File: config.mk
export PLATFORM = sky130hd
export DESIGN_NAME = if_id_skid_reg
export DESIGN_NICKNAME = d
export VERILOG_FILES = /design/src/rtl/if_id_skid_reg.sv
export SDC_FILE = /design/constraint.sdc
export NUM_CORES = 1
export LEC_CHECK = 0
export BUFFER_PORTS_ARGS = -buffer_cell sky130_fd_sc_hd__buf_2
export CORE_AREA = 2 2 156 158
export CTS_CLUSTER_DIAMETER = 30
export DETAILED_ROUTE_END_ITERATION = 10
export DIE_AREA = 0 0 158 160
export GPL_ROUTABILITY_DRIVEN = 1
export MAX_ROUTING_LAYER = met4
export PLACE_DENSITY = 0.59
export SKIP_CTS_REPAIR_TIMING = 1
export SLEW_MARGIN = 20
export SYNTH_ARGS = -nofsm -noshare
export SYNTH_HDL_FRONTEND = slang
export SYNTH_SLANG_ARGS = --single-unit
export TNS_END_PERCENT = 50
File: constraint.sdc
create_clock -name clk -period 18.2 [get_ports clk]
set_clock_uncertainty 0.2 [all_clocks]
set_input_delay 3.64 -clock clk [delete_from_list [all_inputs] [get_ports clk]]
set_output_delay 3.64 -clock clk [all_outputs]
set_load 0.005 [all_outputs]
File: src/rtl/if_id_skid_reg.sv
// IF/ID pipeline register with a one-entry skid buffer, per-lane NOP kill,
// synchronous flush and a saturating stall-cycle counter.
module if_id_skid_reg #(
    parameter int              LANES = 4,
    parameter int              IW    = 22,
    parameter int              PCW   = 10,
    parameter logic [IW-1:0]   NOP   = 22'b00_00000_00000_00000_01100,
    parameter int              STW   = 16
) (
    input  logic                  clk,
    input  logic                  rst,
    input  logic                  f_valid,
    output logic                  f_ready,
    input  logic [LANES*IW-1:0]   f_bundle,
    input  logic [PCW-1:0]        f_pc_plus,
    input  logic [LANES-1:0]      lane_kill,
    input  logic                  flush,
    output logic                  d_valid,
    input  logic                  d_ready,
    output logic [LANES*IW-1:0]   d_bundle,
    output logic [PCW-1:0]        d_pc_next,
    output logic [STW-1:0]        stall_cycles
);

    logic                 main_valid_reg, main_valid_next;
    logic [LANES*IW-1:0]  main_bundle_reg, main_bundle_next;
    logic [PCW-1:0]       main_pc_reg, main_pc_next;
    logic                 skid_valid_reg, skid_valid_next;
    logic [LANES*IW-1:0]  skid_bundle_reg, skid_bundle_next;
    logic [PCW-1:0]       skid_pc_reg, skid_pc_next;
    logic                 f_ready_reg, f_ready_next;
    logic [STW-1:0]       stall_reg, stall_next;

    logic                 accept;
    logic                 drain;
    logic [LANES*IW-1:0]  in_bundle;

    assign accept = f_valid & f_ready_reg;
    assign drain  = main_valid_reg & d_ready;

    // Killed lanes are replaced at capture; outputs show NOP whenever main is empty.
    genvar gi;
    generate
        for (gi = 0; gi < LANES; gi++) begin : g_lane
            assign in_bundle[gi*IW +: IW] = lane_kill[gi] ? NOP : f_bundle[gi*IW +: IW];
            assign d_bundle[gi*IW +: IW]  = main_valid_reg ? main_bundle_reg[gi*IW +: IW] : NOP;
        end
    endgenerate

    assign d_valid      = main_valid_reg;
    assign d_pc_next    = main_valid_reg ? main_pc_reg : '0;
    assign f_ready      = f_ready_reg;
    assign stall_cycles = stall_reg;

    always_comb begin
        main_valid_next  = main_valid_reg;
        main_bundle_next = main_bundle_reg;
        main_pc_next     = main_pc_reg;
        skid_valid_next  = skid_valid_reg;
        skid_bundle_next = skid_bundle_reg;
        skid_pc_next     = skid_pc_reg;

        if (flush) begin
            main_valid_next = 1'b0;
            skid_valid_next = 1'b0;
        end else if (skid_valid_reg) begin
            // FULL: f_ready is low, so only a drain can move data
            if (drain) begin
                main_bundle_next = skid_bundle_reg;
                main_pc_next     = skid_pc_reg;
                skid_valid_next  = 1'b0;
            end
        end else if (main_valid_reg) begin
            if (accept && drain) begin
                main_bundle_next = in_bundle;
                main_pc_next     = f_pc_plus;
            end else if (accept) begin
                skid_bundle_next = in_bundle;
                skid_pc_next     = f_pc_plus;
                skid_valid_next  = 1'b1;
            end else if (drain) begin
                main_valid_next = 1'b0;
            end
        end else if (accept) begin
            main_bundle_next = in_bundle;
            main_pc_next     = f_pc_plus;
            main_valid_next  = 1'b1;
        end

        f_ready_next = ~skid_valid_next;

        stall_next = stall_reg;
        if (main_valid_reg && !d_ready && stall_reg != {STW{1'b1}}) begin
            stall_next = stall_reg + STW'(1);
        end
    end

    always_ff @(posedge clk) begin
        if (rst) begin
            main_valid_reg <= 1'b0;
            skid_valid_reg <= 1'b0;
            f_ready_reg    <= 1'b1;
            stall_reg      <= '0;
        end else begin
            main_valid_reg <= main_valid_next;
            skid_valid_reg <= skid_valid_next;
            f_ready_reg    <= f_ready_next;
            stall_reg      <= stall_next;
        end
        main_bundle_reg <= main_bundle_next;
        main_pc_reg     <= main_pc_next;
        skid_bundle_reg <= skid_bundle_next;
        skid_pc_reg     <= skid_pc_next;
    end

endmodule
==> results.cfg <==
[worst_setup_path]
r2r_end = skid_bundle_reg[75]
timing.critical_path.from_type = flip-flop
critPathRequiredTime_ps = 14360
crit_end = d_bundle[36]
timing.rr.start = d_valid
critPathCaptureType = primary output
rr_worst_depth = 4
arrival_ps = 1950
crit_start = d_valid
regToRegSetupSlack_ps = 14730
path_max_fanout = 105
slowest_stage = dfxtp_4
crit_type = flip-flop to primary output
critPathMaxStageDelay_ps = 970
crit_chain = and2_1 -> buf_2

[placed_design]
dp_hpwl_um = 12300
place_congestion = 0.793
io_buffers = 222

[routing]
detail-route-antenna-nets = 0
dr.pass1.iters = 5
initialDrtViolationCount = 337
drc = 0
viasPerCell = 4.76
vias = 5831
wl_per_cell_um = 16.6
wl_um = 20300

[cells_and_area]
nFillCells = 2138
seqCellArea_mm2 = 0.00627
drive_above_1_share_pct = 45.6
multi_input_area_mm2 = 0.00285
syn2layout_area_growth_pct = 32.7
fin_nets = 969

[floorplanning]
die_w_um = 158
dieArea_mm2 = 0.0253
core_area_mm2 = 0.0238
initial_utilization_pct = 38.8
die_h_um = 160
fp-row-count = 57
pin_count = 223

[yosys]
syn_avg_cell_area_um2 = 15.0
syn_area_mm2 = 0.00925
yosysSeqAreaShare_pct = 67.8
ys_types = 45
netlist_instances = 617
synth_seq_cells = 215
synth_warnings = 0
syn_nets = 725

[grt]
antenna_found_initial = 5
grt_max_degree = 106
grt_pass1_vias = 5897
gr-usage-all-layers_pct = 16.5
grt_pass1_wl_um = 31700
grt.overflow.total = 0

[clock_network]
clk_latency_ps = 530
cts.path.max_buffers = 3
cts_sinks = 215
h-tree-depth = 2
clkTransAtPathRegs_ps = 50
cts_tree = yes
cts_root_buffer = clkbuf_16
numCtsBuffers = 47

[timing]
hold_viol = 0
rsz0062_at_grt = no
finalCritPeriodShare_pct = 31.8
tns_ps = 0
fmax_ghz = 0.173
setup_viol = 0
period_needed_ps = 5790
tightest_slew_ps = 944
max-slew-margin-rel_pct = 37.1
maxSlewViolCount = 0

[pwr]
cellLeakagePower_uw = 0.00484
vdd_drop_max_v = 0.0000752
power_uw = 1450
p_per_area_mw_per_mm2 = 118

[status]
status = complete, no violations

[flow_run]
cap_violations = 0

[worst_hold_path]
hold_class = flip-flop to flip-flop
-- Yosys cell counts, drive strengths merged --
| cell | count | share of area (%) |
|---|---|---|
| edfxtp | 196 | 64 |
| mux2 | 98 | 12 |
| and2 | 90 | 6.1 |
| nor2b | 81 | 5.5 |
| clkbuf | 19 | 0.77 |
| dfxtp | 19 | 4.1 |
| buf | 13 | 0.68 |
| nand2b | 9 | 0.61 |
| nand3 | 9 | 0.54 |
| or2 | 8 | 0.54 |
| a21oi | 7 | 0.38 |
| nand4 | 6 | 0.61 |
| o21ai | 6 | 0.32 |
| nor3 | 5 | 0.32 |
| or3 | 5 | 0.34 |
| inv | 4 | 0.16 |
| nand2 | 4 | 0.16 |
| nor2 | 4 | 0.16 |
| nor4 | 4 | 0.50 |
| a211oi | 3 | 0.24 |
| o21a | 3 | 0.24 |
| o311ai | 3 | 0.28 |
| a31oi | 2 | 0.14 |
| and3 | 2 | 0.14 |
| and4 | 2 | 0.19 |
| o211ai | 2 | 0.16 |
| o31ai | 2 | 0.16 |
| o41ai | 2 | 0.19 |
| or4 | 2 | 0.16 |
| a2111o | 1 | 0.12 |
| ha | 1 | 0.14 |
| nand3b | 1 | 0.081 |
| nor3b | 1 | 0.081 |
| o211a | 1 | 0.11 |
| o31a | 1 | 0.095 |
| xor2 | 1 | 0.095 |
-- placed cells by master (no fill, tap or decap), drive strengths merged, types with 6 or more instances in the layout --
| master | synthesis | final |
|---|---|---|
| clkinvlp | 0 | 6 |
| and2 | 90 | 90 |
| inv | 4 | 7 |
| bufinv | 0 | 6 |
| edfxtp | 196 | 196 |
| or2 | 8 | 8 |
| dfxtp | 19 | 19 |
| buf | 13 | 227 |
| clkinv | 0 | 15 |
| o21ai | 6 | 6 |
| nand2b | 9 | 9 |
| nor2b | 81 | 81 |
| clkbuf | 19 | 54 |
| a21oi | 7 | 7 |
| mux2 | 98 | 98 |
| nand4 | 6 | 6 |
| nand3 | 9 | 9 |
-- worst min path at each step --
stage	startpoint	to	cells past startpoint	slack, ps
2_1_floorplan	stall_cycles[7]	stall_cycles[7]	2	300
3_3_place_gp	stall_cycles[7]	stall_cycles[7]	2	320
3_5_place_dp	skid_bundle_reg[80]	main_bundle_reg[80]	1	330
4_1_cts	skid_bundle_reg[41]	main_bundle_reg[41]	1	340
5_1_grt	skid_bundle_reg[51]	main_bundle_reg[51]	1	350
6_report	skid_bundle_reg[57]	main_bundle_reg[57]	1	340
-- through the flow --
stage	setup slack (ps)	cells	instance area [um^2]	hold slack (ps)	utilization, %
6_report	12410	1225	12300	337	51.5
5_1_grt	12220	1225	12300	349	51.5
4_1_cts	12330	1220	12300	337	51.4
3_5_place_dp	12050	1136	10700	331	44.9
3_3_place_gp	12070	1136	10700	320	44.9
2_1_floorplan	6260	617	9250	300	-
-- worst max-delay path: cells and delay by family (launching register included) --
family / cells / cell delay [ps]
and+or+nand+nor: 1 / 290
DFF: 1 / 970
buffers and inverters: 1 / 130
-- cells by family after synthesis --
| kind of cell | share of synthesized area (%) |
|---|---|
| compound gates | 2.45 |
| xor+xnor | 0.0947 |
| fa+ha+maj | 0.135 |
| buf+inv | 1.61 |
| flops | 67.8 |
| mux | 11.9 |
| simple gates | 16.0 |
-- power by group --
| part | leakage [uW] | internal, uW | switching, uW |
|---|---|---|---|
| sequential | 0.00199 | 556 | 5.97 |
| clock | 0.000743 | 559 | 267 |
| combinational | 0.00211 | 30.2 | 28.8 |
| total | 0.00484 | 1140 | 302 |
-- per-layer routing --
layer	global-route usage [%]	wire length [um]
met1	22.9	9400
met2	23.3	8870
met3	5.21	1710
met4	4.83	329
met5	-	0
-- cell type report --
| type | instances | area share (%) |
|---|---|---|
| inverters | 4 | 0.122 |
| flip-flops and latches | 215 | 51.1 |
| well taps | 324 | 3.30 |
| diodes | 5 | 0.102 |
| clock inverters | 30 | 2.94 |
| clock buffers | 54 | 9.80 |
| multi-input cells | 366 | 23.2 |
| repair buffers | 227 | 9.36 |
(Power assumes the default switching activity.)
